**src/rtl/dmem_write_buffer_if.sv**
```systemverilog
// Block-transfer port shared by the CPU side and the Dmem side of the write buffer.
// The master issues ren/wen with an address and data; the slave answers with ready/done pulses.
interface dmem_write_buffer_if #(
  parameter int BLOCK_BITS = 128,
  parameter int ADDR_BITS  = 10
);
  logic                  ren;
  logic                  wen;
  logic [ADDR_BITS-1:0]  block_address;
  logic [BLOCK_BITS-1:0] din;
  logic                  ready;
  logic                  done;
  logic [BLOCK_BITS-1:0] dout;

  modport master (
    output ren, wen, block_address, din,
    input  ready, done, dout
  );

  modport slave (
    input  ren, wen, block_address, din,
    output ready, done, dout
  );
endinterface

```
**src/rtl/dmem_write_buffer.sv**
```systemverilog
// Posted-write buffer between the CPU data port and Dmem: single-cycle write acceptance,
// background drain, read hits served from buffered data and misses forwarded to Dmem.
module dmem_write_buffer #(
  parameter int BLOCK_BITS = 128,
  parameter int ADDR_BITS  = 10,
  parameter int DEPTH      = 4
) (
  input  logic                clock,
  input  logic                reset,
  dmem_write_buffer_if.slave  cpu,
  dmem_write_buffer_if.master mem,
  output logic                empty
);
  localparam int PW = $clog2(DEPTH);
  localparam int CW = PW + 1;

  typedef enum logic [1:0] {
    ST_IDLE  = 2'd0,
    ST_WRITE = 2'd1,
    ST_READ  = 2'd2
  } state_e;

  state_e                state_r;
  state_e                state_nxt_s;
  logic                  valid_r [DEPTH];
  logic [ADDR_BITS-1:0]  addr_r  [DEPTH];
  logic [BLOCK_BITS-1:0] data_r  [DEPTH];
  logic [PW-1:0]         head_r;
  logic [PW-1:0]         tail_r;
  logic [CW-1:0]         count_r;
  logic [CW-1:0]         count_nxt_s;
  logic                  rd_pend_r;
  logic                  rd_pend_nxt_s;
  logic [ADDR_BITS-1:0]  rd_addr_r;
  logic                  ready_r;
  logic                  done_r;
  logic [BLOCK_BITS-1:0] dout_r;
  logic                  mem_ren_r;
  logic                  mem_wen_r;
  logic [ADDR_BITS-1:0]  mem_addr_r;
  logic [BLOCK_BITS-1:0] mem_din_r;
  logic                  empty_r;

  logic                  launch_wr_s;
  logic                  launch_rd_s;
  logic                  head_busy_s;
  logic                  hit_s;
  logic [PW-1:0]         hit_idx_s;
  logic                  coal_s;
  logic [PW-1:0]         coal_idx_s;
  logic                  req_ok_s;
  logic                  wr_req_s;
  logic                  rd_req_s;
  logic                  pop_s;
  logic                  rd_done_s;
  logic                  full_s;
  logic                  wr_coal_s;
  logic                  wr_push_s;
  logic                  rd_hit_s;
  logic                  rd_miss_s;

  // Request qualification: a new CPU request is only looked at outside response pulses
  // and while no read miss is still outstanding.
  always_comb begin
    req_ok_s  = !ready_r && !done_r && !rd_pend_r;
    wr_req_s  = req_ok_s && cpu.wen;
    rd_req_s  = req_ok_s && cpu.ren && !cpu.wen;
    pop_s     = (state_r == ST_WRITE) && mem.done;
    rd_done_s = (state_r == ST_READ) && mem.ready;
    full_s    = (count_r == CW'(DEPTH));
    wr_coal_s = wr_req_s && coal_s;
    wr_push_s = wr_req_s && !coal_s && (!full_s || pop_s);
    rd_hit_s  = rd_req_s && hit_s;
    rd_miss_s = rd_req_s && !hit_s;
  end

  // Address lookup, scanning oldest to youngest so the last match is the youngest entry.
  // The head is treated as in flight from the cycle its drain is launched.
  always_comb begin
    logic [PW-1:0] idx_v;
    logic          match_v;
    logic          busy_v;
    idx_v       = PW'(0);
    match_v     = 1'b0;
    busy_v      = 1'b0;
    head_busy_s = (state_r == ST_WRITE) || launch_wr_s;
    hit_s       = 1'b0;
    hit_idx_s   = PW'(0);
    coal_s      = 1'b0;
    coal_idx_s  = PW'(0);
    for (int k = 0; k < DEPTH; k++) begin
      idx_v      = head_r + PW'(k);
      match_v    = valid_r[idx_v] && (addr_r[idx_v] == cpu.block_address);
      busy_v     = head_busy_s && (idx_v == head_r);
      hit_idx_s  = match_v ? idx_v : hit_idx_s;
      hit_s      = hit_s | match_v;
      coal_idx_s = (match_v && !busy_v) ? idx_v : coal_idx_s;
      coal_s     = coal_s | (match_v && !busy_v);
    end
  end

  // Downstream FSM next state; a pending read miss outranks further drains.
  always_comb begin
    state_nxt_s = state_r;
    launch_wr_s = 1'b0;
    launch_rd_s = 1'b0;
    case (state_r)
      ST_IDLE: begin
        if (rd_pend_r) begin
          state_nxt_s = ST_READ;
          launch_rd_s = 1'b1;
        end else if (count_r != CW'(0)) begin
          state_nxt_s = ST_WRITE;
          launch_wr_s = 1'b1;
        end else begin
          state_nxt_s = ST_IDLE;
        end
      end
      ST_WRITE: begin
        if (mem.done) begin
          state_nxt_s = ST_IDLE;
        end else begin
          state_nxt_s = ST_WRITE;
        end
      end
      ST_READ: begin
        if (mem.ready) begin
          state_nxt_s = ST_IDLE;
        end else begin
          state_nxt_s = ST_READ;
        end
      end
      default: state_nxt_s = ST_IDLE;
    endcase
  end

  // Occupancy and read-pending next values.
  always_comb begin
    count_nxt_s = count_r;
    case ({wr_push_s, pop_s})
      2'b10:   count_nxt_s = count_r + CW'(1);
      2'b01:   count_nxt_s = count_r - CW'(1);
      default: count_nxt_s = count_r;
    endcase
    if (rd_miss_s) begin
      rd_pend_nxt_s = 1'b1;
    end else if (rd_done_s) begin
      rd_pend_nxt_s = 1'b0;
    end else begin
      rd_pend_nxt_s = rd_pend_r;
    end
  end

  // FSM state register.
  always_ff @(posedge clock or negedge reset) begin
    if (!reset) begin
      state_r <= ST_IDLE;
    end else begin
      state_r <= state_nxt_s;
    end
  end

  // Entry storage; on a full-buffer pop-and-push the new entry lands in the freed head slot.
  always_ff @(posedge clock or negedge reset) begin
    if (!reset) begin
      for (int i = 0; i < DEPTH; i++) begin
        valid_r[i] <= 1'b0;
        addr_r[i]  <= {ADDR_BITS{1'b0}};
        data_r[i]  <= {BLOCK_BITS{1'b0}};
      end
      head_r  <= PW'(0);
      tail_r  <= PW'(0);
      count_r <= CW'(0);
    end else begin
      if (pop_s) begin
        valid_r[head_r] <= 1'b0;
        head_r          <= head_r + PW'(1);
      end
      if (wr_push_s) begin
        valid_r[tail_r] <= 1'b1;
        addr_r[tail_r]  <= cpu.block_address;
        data_r[tail_r]  <= cpu.din;
        tail_r          <= tail_r + PW'(1);
      end
      if (wr_coal_s) begin
        data_r[coal_idx_s] <= cpu.din;
      end
      count_r <= count_nxt_s;
    end
  end

  // Read-miss tracking and the registered empty flag.
  always_ff @(posedge clock or negedge reset) begin
    if (!reset) begin
      rd_pend_r <= 1'b0;
      rd_addr_r <= {ADDR_BITS{1'b0}};
      empty_r   <= 1'b1;
    end else begin
      rd_pend_r <= rd_pend_nxt_s;
      if (rd_miss_s) begin
        rd_addr_r <= cpu.block_address;
      end
      empty_r <= (count_nxt_s == CW'(0)) && (state_nxt_s == ST_IDLE) && !rd_pend_nxt_s;
    end
  end

  // CPU response pulses and read data.
  always_ff @(posedge clock or negedge reset) begin
    if (!reset) begin
      ready_r <= 1'b0;
      done_r  <= 1'b0;
      dout_r  <= {BLOCK_BITS{1'b0}};
    end else begin
      ready_r <= rd_hit_s || rd_done_s;
      done_r  <= wr_coal_s || wr_push_s;
      if (rd_done_s) begin
        dout_r <= mem.dout;
      end else if (rd_hit_s) begin
        dout_r <= data_r[hit_idx_s];
      end
    end
  end

  // Dmem request outputs, held from launch until the matching completion pulse.
  always_ff @(posedge clock or negedge reset) begin
    if (!reset) begin
      mem_ren_r  <= 1'b0;
      mem_wen_r  <= 1'b0;
      mem_addr_r <= {ADDR_BITS{1'b0}};
      mem_din_r  <= {BLOCK_BITS{1'b0}};
    end else begin
      if (launch_wr_s) begin
        mem_wen_r  <= 1'b1;
        mem_addr_r <= addr_r[head_r];
        mem_din_r  <= data_r[head_r];
      end else if (launch_rd_s) begin
        mem_ren_r  <= 1'b1;
        mem_addr_r <= rd_addr_r;
      end else if (pop_s) begin
        mem_wen_r <= 1'b0;
      end else if (rd_done_s) begin
        mem_ren_r <= 1'b0;
      end
    end
  end

  assign cpu.ready         = ready_r;
  assign cpu.done          = done_r;
  assign cpu.dout          = dout_r;
  assign mem.ren           = mem_ren_r;
  assign mem.wen           = mem_wen_r;
  assign mem.block_address = mem_addr_r;
  assign mem.din           = mem_din_r;
  assign empty             = empty_r;
endmodule

```
**src/flat_wrapper.sv**
```systemverilog
// flat-port wrapper written by rule: the top's interface ports become plain ports
module dmem_write_buffer_flat 
#(
  parameter int BLOCK_BITS = 128,
  parameter int ADDR_BITS  = 10,
  parameter int DEPTH      = 4
)
  (clock, reset, empty, cpu_ren, cpu_wen, cpu_block_address, cpu_din, cpu_ready, cpu_done, cpu_dout, mem_ren, mem_wen, mem_block_address, mem_din, mem_ready, mem_done, mem_dout);
  dmem_write_buffer_if #(.BLOCK_BITS(BLOCK_BITS), .ADDR_BITS(ADDR_BITS)) cpu_i ();
  dmem_write_buffer_if #(.BLOCK_BITS(BLOCK_BITS), .ADDR_BITS(ADDR_BITS)) mem_i ();
  input  logic clock;
  input  logic reset;
  output logic empty;
  input wire logic [$bits(cpu_i.ren)-1:0] cpu_ren;
  input wire logic [$bits(cpu_i.wen)-1:0] cpu_wen;
  input wire logic [$bits(cpu_i.block_address)-1:0] cpu_block_address;
  input wire logic [$bits(cpu_i.din)-1:0] cpu_din;
  output wire logic [$bits(cpu_i.ready)-1:0] cpu_ready;
  output wire logic [$bits(cpu_i.done)-1:0] cpu_done;
  output wire logic [$bits(cpu_i.dout)-1:0] cpu_dout;
  output wire logic [$bits(mem_i.ren)-1:0] mem_ren;
  output wire logic [$bits(mem_i.wen)-1:0] mem_wen;
  output wire logic [$bits(mem_i.block_address)-1:0] mem_block_address;
  output wire logic [$bits(mem_i.din)-1:0] mem_din;
  input wire logic [$bits(mem_i.ready)-1:0] mem_ready;
  input wire logic [$bits(mem_i.done)-1:0] mem_done;
  input wire logic [$bits(mem_i.dout)-1:0] mem_dout;
  assign cpu_i.ren = cpu_ren;
  assign cpu_i.wen = cpu_wen;
  assign cpu_i.block_address = cpu_block_address;
  assign cpu_i.din = cpu_din;
  assign cpu_ready = cpu_i.ready;
  assign cpu_done = cpu_i.done;
  assign cpu_dout = cpu_i.dout;
  assign mem_ren = mem_i.ren;
  assign mem_wen = mem_i.wen;
  assign mem_block_address = mem_i.block_address;
  assign mem_din = mem_i.din;
  assign mem_i.ready = mem_ready;
  assign mem_i.done = mem_done;
  assign mem_i.dout = mem_dout;
  dmem_write_buffer #(.BLOCK_BITS(BLOCK_BITS), .ADDR_BITS(ADDR_BITS), .DEPTH(DEPTH)) u_core (.clock(clock), .reset(reset), .cpu(cpu_i), .mem(mem_i), .empty(empty));
endmodule
```
**config.mk**
```make
export PLATFORM = sky130hd
export DESIGN_NAME = dmem_write_buffer_flat
export DESIGN_NICKNAME = d
export VERILOG_FILES = /design/src/rtl/dmem_write_buffer_if.sv /design/src/rtl/dmem_write_buffer.sv /design/src/flat_wrapper.sv
export SDC_FILE = /design/constraint.sdc
export NUM_CORES = 2
export LEC_CHECK = 0
export CAP_MARGIN = 20
export CORE_MARGIN = 2
export CORE_UTILIZATION = 47
export CTS_BUF_LIST = sky130_fd_sc_hd__clkbuf_2
export DETAILED_ROUTE_END_ITERATION = 16
export HOLD_SLACK_MARGIN = 0.15
export PLACE_DENSITY = 0.71
export RECOVER_POWER = 25
export SYNTH_ARGS = -nofsm -noshare
export SYNTH_HDL_FRONTEND = slang
export SYNTH_SLANG_ARGS = --single-unit
```
**constraint.sdc**
```tcl
create_clock -name clock -period 6.1 [get_ports clock]
set_clock_uncertainty 0.2 [all_clocks]
set_input_delay 1.83 -clock clock [delete_from_list [all_inputs] [get_ports clock]]
set_output_delay 1.83 -clock clock [all_outputs]
set_load 0.02 [all_outputs]
```
# [Yosys cells after proc, flatten, opt, wreduce, memory -nomap -nowiden]
# Index checks and enable logic that the tools add are counted.
[totals] ff_bits=847 out_inout_bits=271 word_cells=205 in_bits=272
[op_classes] magnitude_cmp=10 n_bitwise=17 add_sub_neg=6 mux=78 eq_ne=14 n_reduce_logical=54
[ops] op="bitwise mux 512 bit" count=2
[ops] op="two-way mux 128 bit" count=8
[ops] op="two-way mux 512 bit" count=2
[ops] op="binary-select mux 128 bit (select 2 bit)" count=2
[ops] op="demux 128 bit (select 2 bit)" count=2
[ops] op="two-way mux 10 bit" count=11
[ops] op="binary-select mux 10 bit (select 2 bit)" count=4
[ops] op="bitwise mux 40 bit" count=1
[ops] op="== test 10 bit" count=4
[ops] op="logical AND 1 bit" count=28
[ops] op="two-way mux 1 bit" count=25
[ops] op=">= comparator 3 bit (second input constant)" count=7
[ops] op="NOT 2 -> 3 bit" count=7
[ops] op="demux 10 bit (select 2 bit)" count=1
[ops] op="two-way mux 2 bit" count=10
[ops] op="zero test 1 bit" count=12
[ops] op="less-than comparator 3 x 1 -> 1 bit (second input constant)" count=3
[ops] op="binary-select mux 1 bit (select 2 bit)" count=4
[ops] op="two-way mux 4 bit" count=2
[ops] op="nonzero test 2 bit" count=4
[ops] op="== test 2 bit" count=3
[ops] op="bitwise OR 1 bit" count=6
[ops] op="one-hot mux 2 bit (3 select lines)" count=1
[ops] op="one-hot mux 3 bit (2 select lines)" count=1
[ops] op="other kinds (19)" count=29

# [Depth between registers and ports, before layout]
[logic_depth] depth_word=19 depth_mapped=24 mapped_depth_nobuf=17

# [Least setup slack after synthesis]
# Ideal clock, no wire load.
[synth_path] kind="register to register" startpoint="register u_core.head_r[0]" endpoint="register u_core.empty_r (netlist: u_core.empty)" slack_ns=1.241 synth_period_minus_slack_ns=4.859 stages_incl_launch_ff=23 n_path_buf=6 required_ns=5.818 arrival_ns=4.578 path_cell_list="dfrtp_1 buf_6 buf_6 buf_2 inv_2 clkbuf_1 ha_1 buf_4 buf_4 mux4_2 xnor2_1 nand2_1 a2111oi_4 nand3b_2 nand3_1 nor4_4 inv_1 ha_1 inv_1 fa_1 mux2i_1 or4_1 nor3_1"
[synth_between] elab_chain_len=19
[synth_rtl] element="start: declaration" line="dmem_write_buffer.sv:28" rtl="logic [PW-1:0] head_r;"
[synth_rtl] element="start signal: assignment" line="dmem_write_buffer.sv:177" rtl="head_r <= head_r + PW'(1);"
[synth_rtl] element="adder 2 x 1 -> 2 bit" line="dmem_write_buffer.sv:92" rtl="idx_v = head_r + PW'(k);"
[synth_rtl] element="NOT 2 -> 3 bit (implied by the code)" line="dmem_write_buffer.sv:93" rtl="match_v = valid_r[idx_v] && (addr_r[idx_v] == cpu.block_address);"
[synth_rtl] element="binary-select mux 10 bit (select 2 bit)" line="dmem_write_buffer.sv:93"
[synth_rtl] element="two-way mux 10 bit (implied by the code) (2 in a row)" line="dmem_write_buffer.sv:93"
[synth_rtl] element="== test 10 bit" line="dmem_write_buffer.sv:93"
[synth_rtl] element="logical AND 1 bit" line="dmem_write_buffer.sv:93"
[synth_rtl] element="logical AND 1 bit" line="dmem_write_buffer.sv:98" rtl="coal_s = coal_s | (match_v && !busy_v);"
[synth_rtl] element="bitwise OR 1 bit (2 in a row)" line="dmem_write_buffer.sv:98"
[synth_rtl] element="bitwise OR 1 bit *" line="dmem_write_buffer.sv:98"
[synth_rtl] element="zero test 1 bit *" line="dmem_write_buffer.sv:72" rtl="wr_push_s = wr_req_s && !coal_s && (!full_s || pop_s);"
[synth_rtl] element="logical AND 1 bit * (2 in a row)" line="dmem_write_buffer.sv:72"
[synth_rtl] element="== test 2 x 1 -> 1 bit or == test 2 bit (tied branches)" line="dmem_write_buffer.sv:140" rtl="case ({wr_push_s, pop_s})"
[synth_rtl] element="one-hot mux 3 bit (2 select lines) *" line="dmem_write_buffer.sv:140"
[synth_rtl] element="net u_core.count_nxt_s[1]" line="dmem_write_buffer.sv:31" rtl="logic [CW-1:0] count_nxt_s;"
[synth_rtl] element="zero test 3 bit *" line="dmem_write_buffer.sv:203" rtl="empty_r <= (count_nxt_s == CW'(0)) && (state_nxt_s == ST_IDLE) && !rd_pend_nxt_s;"
[synth_rtl] element="logical AND 1 bit * (2 in a row)" line="dmem_write_buffer.sv:203"
[synth_rtl] element="end signal: assignment" line="dmem_write_buffer.sv:203"
[synth_rtl] element="end: declaration" line="dmem_write_buffer.sv:42" rtl="logic empty_r;"
# Mark *: on every way through the listed nets, which the timed path passes. The rest lies on a longest branch. The select of a mux whose other input is x is not followed.
# A chain may end at the register's enable or synchronous reset.

# [Worst setup path after layout]
[layout_path] startpoint="register u_core.head_r[0]" endpoint="register u_core.dout_r[60] (netlist: u_core.cpu.dout[60])"
[layout_between] elab_chain_len=16
[layout_rtl] element="adder 2 x 1 -> 2 bit or NOT 2 -> 3 bit (tied branches)" line="dmem_write_buffer.sv:92, dmem_write_buffer.sv:93"
[layout_rtl] element="NOT 2 -> 3 bit (implied by the code) or binary-select mux 10 bit (select 2 bit) (tied branches)" line="dmem_write_buffer.sv:93"
[layout_rtl] element="binary-select mux 10 bit (select 2 bit) or two-way mux 10 bit (tied branches)" line="dmem_write_buffer.sv:93"
[layout_rtl] element="two-way mux 10 bit (implied by the code)" line="dmem_write_buffer.sv:93"
[layout_rtl] element="two-way mux 10 bit (implied by the code) or == test 10 bit (tied branches)" line="dmem_write_buffer.sv:93"
[layout_rtl] element="== test 10 bit or logical AND 1 bit (tied branches)" line="dmem_write_buffer.sv:93"
[layout_rtl] element="logical AND 1 bit or two-way mux 2 bit (tied branches)" line="dmem_write_buffer.sv:93, dmem_write_buffer.sv:95"
[layout_rtl] element="two-way mux 2 bit (3 in a row)" line="dmem_write_buffer.sv:95" rtl="hit_idx_s = match_v ? idx_v : hit_idx_s;"
[layout_rtl] element="NOT 2 -> 3 bit (implied by the code)" line="dmem_write_buffer.sv:219" rtl="dout_r <= data_r[hit_idx_s];"
[layout_rtl] element="binary-select mux 128 bit (select 2 bit)" line="dmem_write_buffer.sv:219"
[layout_rtl] element="two-way mux 128 bit (implied by the code) (2 in a row)" line="dmem_write_buffer.sv:219"
[layout_rtl] element="two-way mux 128 bit" line="dmem_write_buffer.sv:218" rtl="end else if (rd_hit_s) begin"
[layout_rtl] element="two-way mux 128 bit" line="dmem_write_buffer.sv:216" rtl="if (rd_done_s) begin"
[layout_rtl] element="end signal: assignment" line="dmem_write_buffer.sv:212" rtl="dout_r <= {BLOCK_BITS{1'b0}};"
[layout_rtl] element="end signal: assignment" line="dmem_write_buffer.sv:217" rtl="dout_r <= mem.dout;"
[layout_rtl] element="end signal: assignment" line="dmem_write_buffer.sv:219"
[layout_rtl] element="end: declaration" line="dmem_write_buffer.sv:37" rtl="logic [BLOCK_BITS-1:0] dout_r;"
# Parallel ways exist; a longest one is shown, timed or not. The select of a mux whose other input is x is not followed.

==> metrics.md <==
| Metric | Value |
|---|---|
| Syn Nets | 4337 |
| Largest net degree at the start of global routing | 175 |
| Vias in the first global route | 39.4k |
| Placed inst area | 54300 um2 |
| Worst Hold Class | reg2reg |
| Die ar. | 104000 um2 |
| Cell Count, Final, Fillers Out | 5991 |
| Wire per inst | 26.0 um |
| Initial antenna violation count | 11 |
| Seq pwr share | 0.369 |
| Synth top area cells | dfrtp_1 45%, mux2_4 7.6%, mux2_2 7.3% |
| CTS Root Cell | clkbuf_2 |
| Post-Place Setup Slack | 0.138 ns |
| Worst path arrival time | 6.56 ns |
| CP required | 7.25 ns |
| GP Congestion | 0.868 |
| Syn Area/Cell | 11.7 um2 |
| CP max stage cell | ha_1 |
| Ys async rst share | 1.00 |
| Final WL | 156000 um |
| Tot Pwr | 29.8 mW |
| PnR worst setup slack | 0.692 ns |
| Post-route ant nets | 0 |
| Clock power share | 0.134 |
| Fmax | 185 MHz |
| Combinational Power Share | 0.498 |
| Commonest cells post-synth | 846 x dfrtp_1, 558 x nand2_1, 309 x mux2_2 |
| Final hold vios | 0 |
| Core area | 100000 um2 |
| Multi-input gate area | 24500 um2 |
| Placed Cells | 5611 |
| Post-CTS sizing | 0 |
| Initial core utilization | 0.475 |
| # Max-Cap Violations | 7 |
| Num CTS Buffers | 219 |
| Final Cycle Share | 0.887 |
| Failing checks | max-capacitance violations, max-slew violations |
| Clock buffer depth | 3 |
| Sw Ratio | 0.406 |
| Design area | 56200 um2 |
| P_int | 17.7 mW |
| Syn Std Cell Area | 47500 um2 |
| Tmin final | 5.41 ns |
| Synth area leader | dfrtp_1 |
| Total power per unit cell area | 531 nW/um2 |
| # hold bufs at CTS | 1 |
| RSZ-0062 raised after global routing | no |
| Post-Syn Instances | 4055 |
| R2R setup slack | 0.69 ns |
| Number of DRC markers in iteration 0 | 3794 |
| Endpoint class of the critical path | register |
| Final net count | 4817 |
| Reg clk slew, reported paths | 0.10 ns |
| Num rows | 116 |
| CTS tree | built |
| Top FF cell, synth | dfrtp_1 |
| Worst-Skew Late Latency | 1.58 ns |
| Most frequent cell after synthesis | dfrtp_1 |
| Setup TNS Final | 0 ns |
| Drt via density | 6.43 |
| Die width | 322 um |
| Die Height | 322 um |
| Area share of the largest cell type after synthesis | 0.445 |
| Final setup viols | 0 |
| Layout cell share with drive strength beyond 1 | 0.250 |
| I/O pin count | 543 |
| First-pass GRT wire length | 238000 um |
| GRT Residual Overflow | 0 |
| Distinct cells, synth | 76 |
| I/O Buffers | 542 |
| Switching Power | 12.1 mW |
| Status | finished, violations left |
| Seq/Total Area, Yosys | 0.446 |
| Number of flops mapped to enable cells by yosys | 0 |
| Maximum fanout along the worst path | 31 |
| Worst IR Drop VDD | 485 uV |
| Leakage | 25.1 nW |
| Crit path max-delay family | multiplexers |
| Seq cells post-synth | 847 |
| Core Util, Final | 0.561 |
| Post-CTS setup buffer count | 0 |
| Register Area | 21200 um2 |
| Critical path cell sequence | inv_2, ha_1, mux4_2, xor2_1, nor3_2, nor4b_4, and2_1, o21ai_0, a31oi_4, buf_12, buf_12, mux2_2, o21ai_0, a31oi_1 |
| Slew margin rel. | -0.689 |
| Post-detail-place hpwl | 94600 um |
| Worst Path Buf+Inv | 3 |
| H-tree levels | 4 |
| Syn-to-layout area delta | 18.2% |
| Clock sinks | 847 |
| CP peak stage delay | 0.84 ns |
| Synth warn | 0 |
| Worst setup SP type | register |
| Post-detailed-route DRC marker count | 0 |
| Worst Hold Slack | 0.279 ns |
| FILL cells | 8475 |
| GRT Resource Usage Total | 0.296 |
| Crit Path Category | reg2reg |
| DRT Pass-1 Iters | 5 |
| Fin. max-slew vios | 436 |
| Vias post-DR | 38.5k |
| Slew @ Worst Pin | 2.53 ns |
==> power groups by stage <==
stage                     clock network, mW  logic (mW)  registers (mW)
after CTS                              4.09        14.9            10.9
after global placement                    0        14.5            10.8
final                                  3.98        14.8            11.0
after floorplan                           0        9.71            11.1
after detailed placement                  0        14.8            10.9
after global routing                   4.36        15.9            11.3
==> final timing paths <==
check | depth (start not counted) | from | endpoint
setup / recovery | 14 | u_core.head_r[0]$_DFFE_PN0P_ | u_core.cpu.dout[60]$_DFFE_PN0P_
hold / removal | 2 | u_core.mem.din[84]$_DFFE_PN0P_ | u_core.mem.din[84]$_DFFE_PN0P_
setup reg to reg | 14 | u_core.head_r[0]$_DFFE_PN0P_ | u_core.cpu.dout[60]$_DFFE_PN0P_
hold reg to reg | 2 | u_core.mem.din[84]$_DFFE_PN0P_ | u_core.mem.din[84]$_DFFE_PN0P_
max in group asynchronous | 3 | reset | u_core.data_r[362]$_DFF_PN0_
min in group asynchronous | 2 | reset | u_core.addr_r[26]$_DFFE_PN0P_
==> worst reg2reg max path: stages (launching register included) <==
cell	delay, ns
dfrtp_4	0.62
inv_2	0.07
ha_1	0.84
mux4_2	0.62
xor2_1	0.17
nor3_2	0.31
nor4b_4	0.40
and2_1	0.23
o21ai_0	0.24
a31oi_4	0.35
buf_12	0.31
buf_12	0.29
mux2_2	0.36
o21ai_0	0.17
a31oi_1	0.10
==> placed cells by master (no fill, tap or decap), drive strengths merged, types with 5 or more instances in the layout <==
cell type / count
a211o: 130
a21oi: 6
a222oi: 6
a31oi: 130
and3: 7
buf: 113
clkbuf: 306
clkdlybuf4s50: 540
clkinv: 57
dfrtp: 846
diode: 8
ha: 9
inv: 29
mux2: 819
mux2i: 40
mux4: 152
nand2: 558
nand3: 7
nand4: 5
nor2: 140
nor2b: 5
nor3: 9
o2111ai: 130
o21ai: 264
o22ai: 129
o311ai: 127
xnor2: 25
xor2: 24
==> final cells by class <==
class,instances,share of cell area
tap,1298,0.0289
sequential,847,0.377
clock inverter,71,0.00719
clock buffer,300,0.0267
multi-input combinational,2785,0.436
timing repair buffer,661,0.122
inverter,21,0.00145
antenna,8,0.000356
==> sequential cells by signal, indices dropped and copies added, names as in the netlist, 2 cells and up <==
signal	count
u_core.count_r	3
u_core.tail_r	2
u_core.head_r	2
u_core.data_r	512
u_core.valid_r	4
u_core.rd_addr_r	10
u_core.state_r	2
u_core.cpu.dout	128
u_core.mem.din	128
u_core.addr_r	40
u_core.mem.block_address	10
==> cell families after synthesis <==
kind of cell | share of synthesized area
AO/OA/AOI/OAI | 0.143
flip-flops | 0.446
buffers and inverters | 0.0425
multiplexers | 0.293
XOR/XNOR | 0.00903
AND/OR/NAND/NOR | 0.0635
adder cells (fa/ha/maj) | 0.00279
==> routing by layer <==
| metal | global-route usage | share of wire |
|---|---|---|
| met5 | 0 | 0.00021 |
| met4 | 0.125 | 0.034 |
| met3 | 0.0652 | 0.088 |
| met2 | 0.477 | 0.48 |
| met1 | 0.387 | 0.40 |
Power figures use the tool's default switching activity.
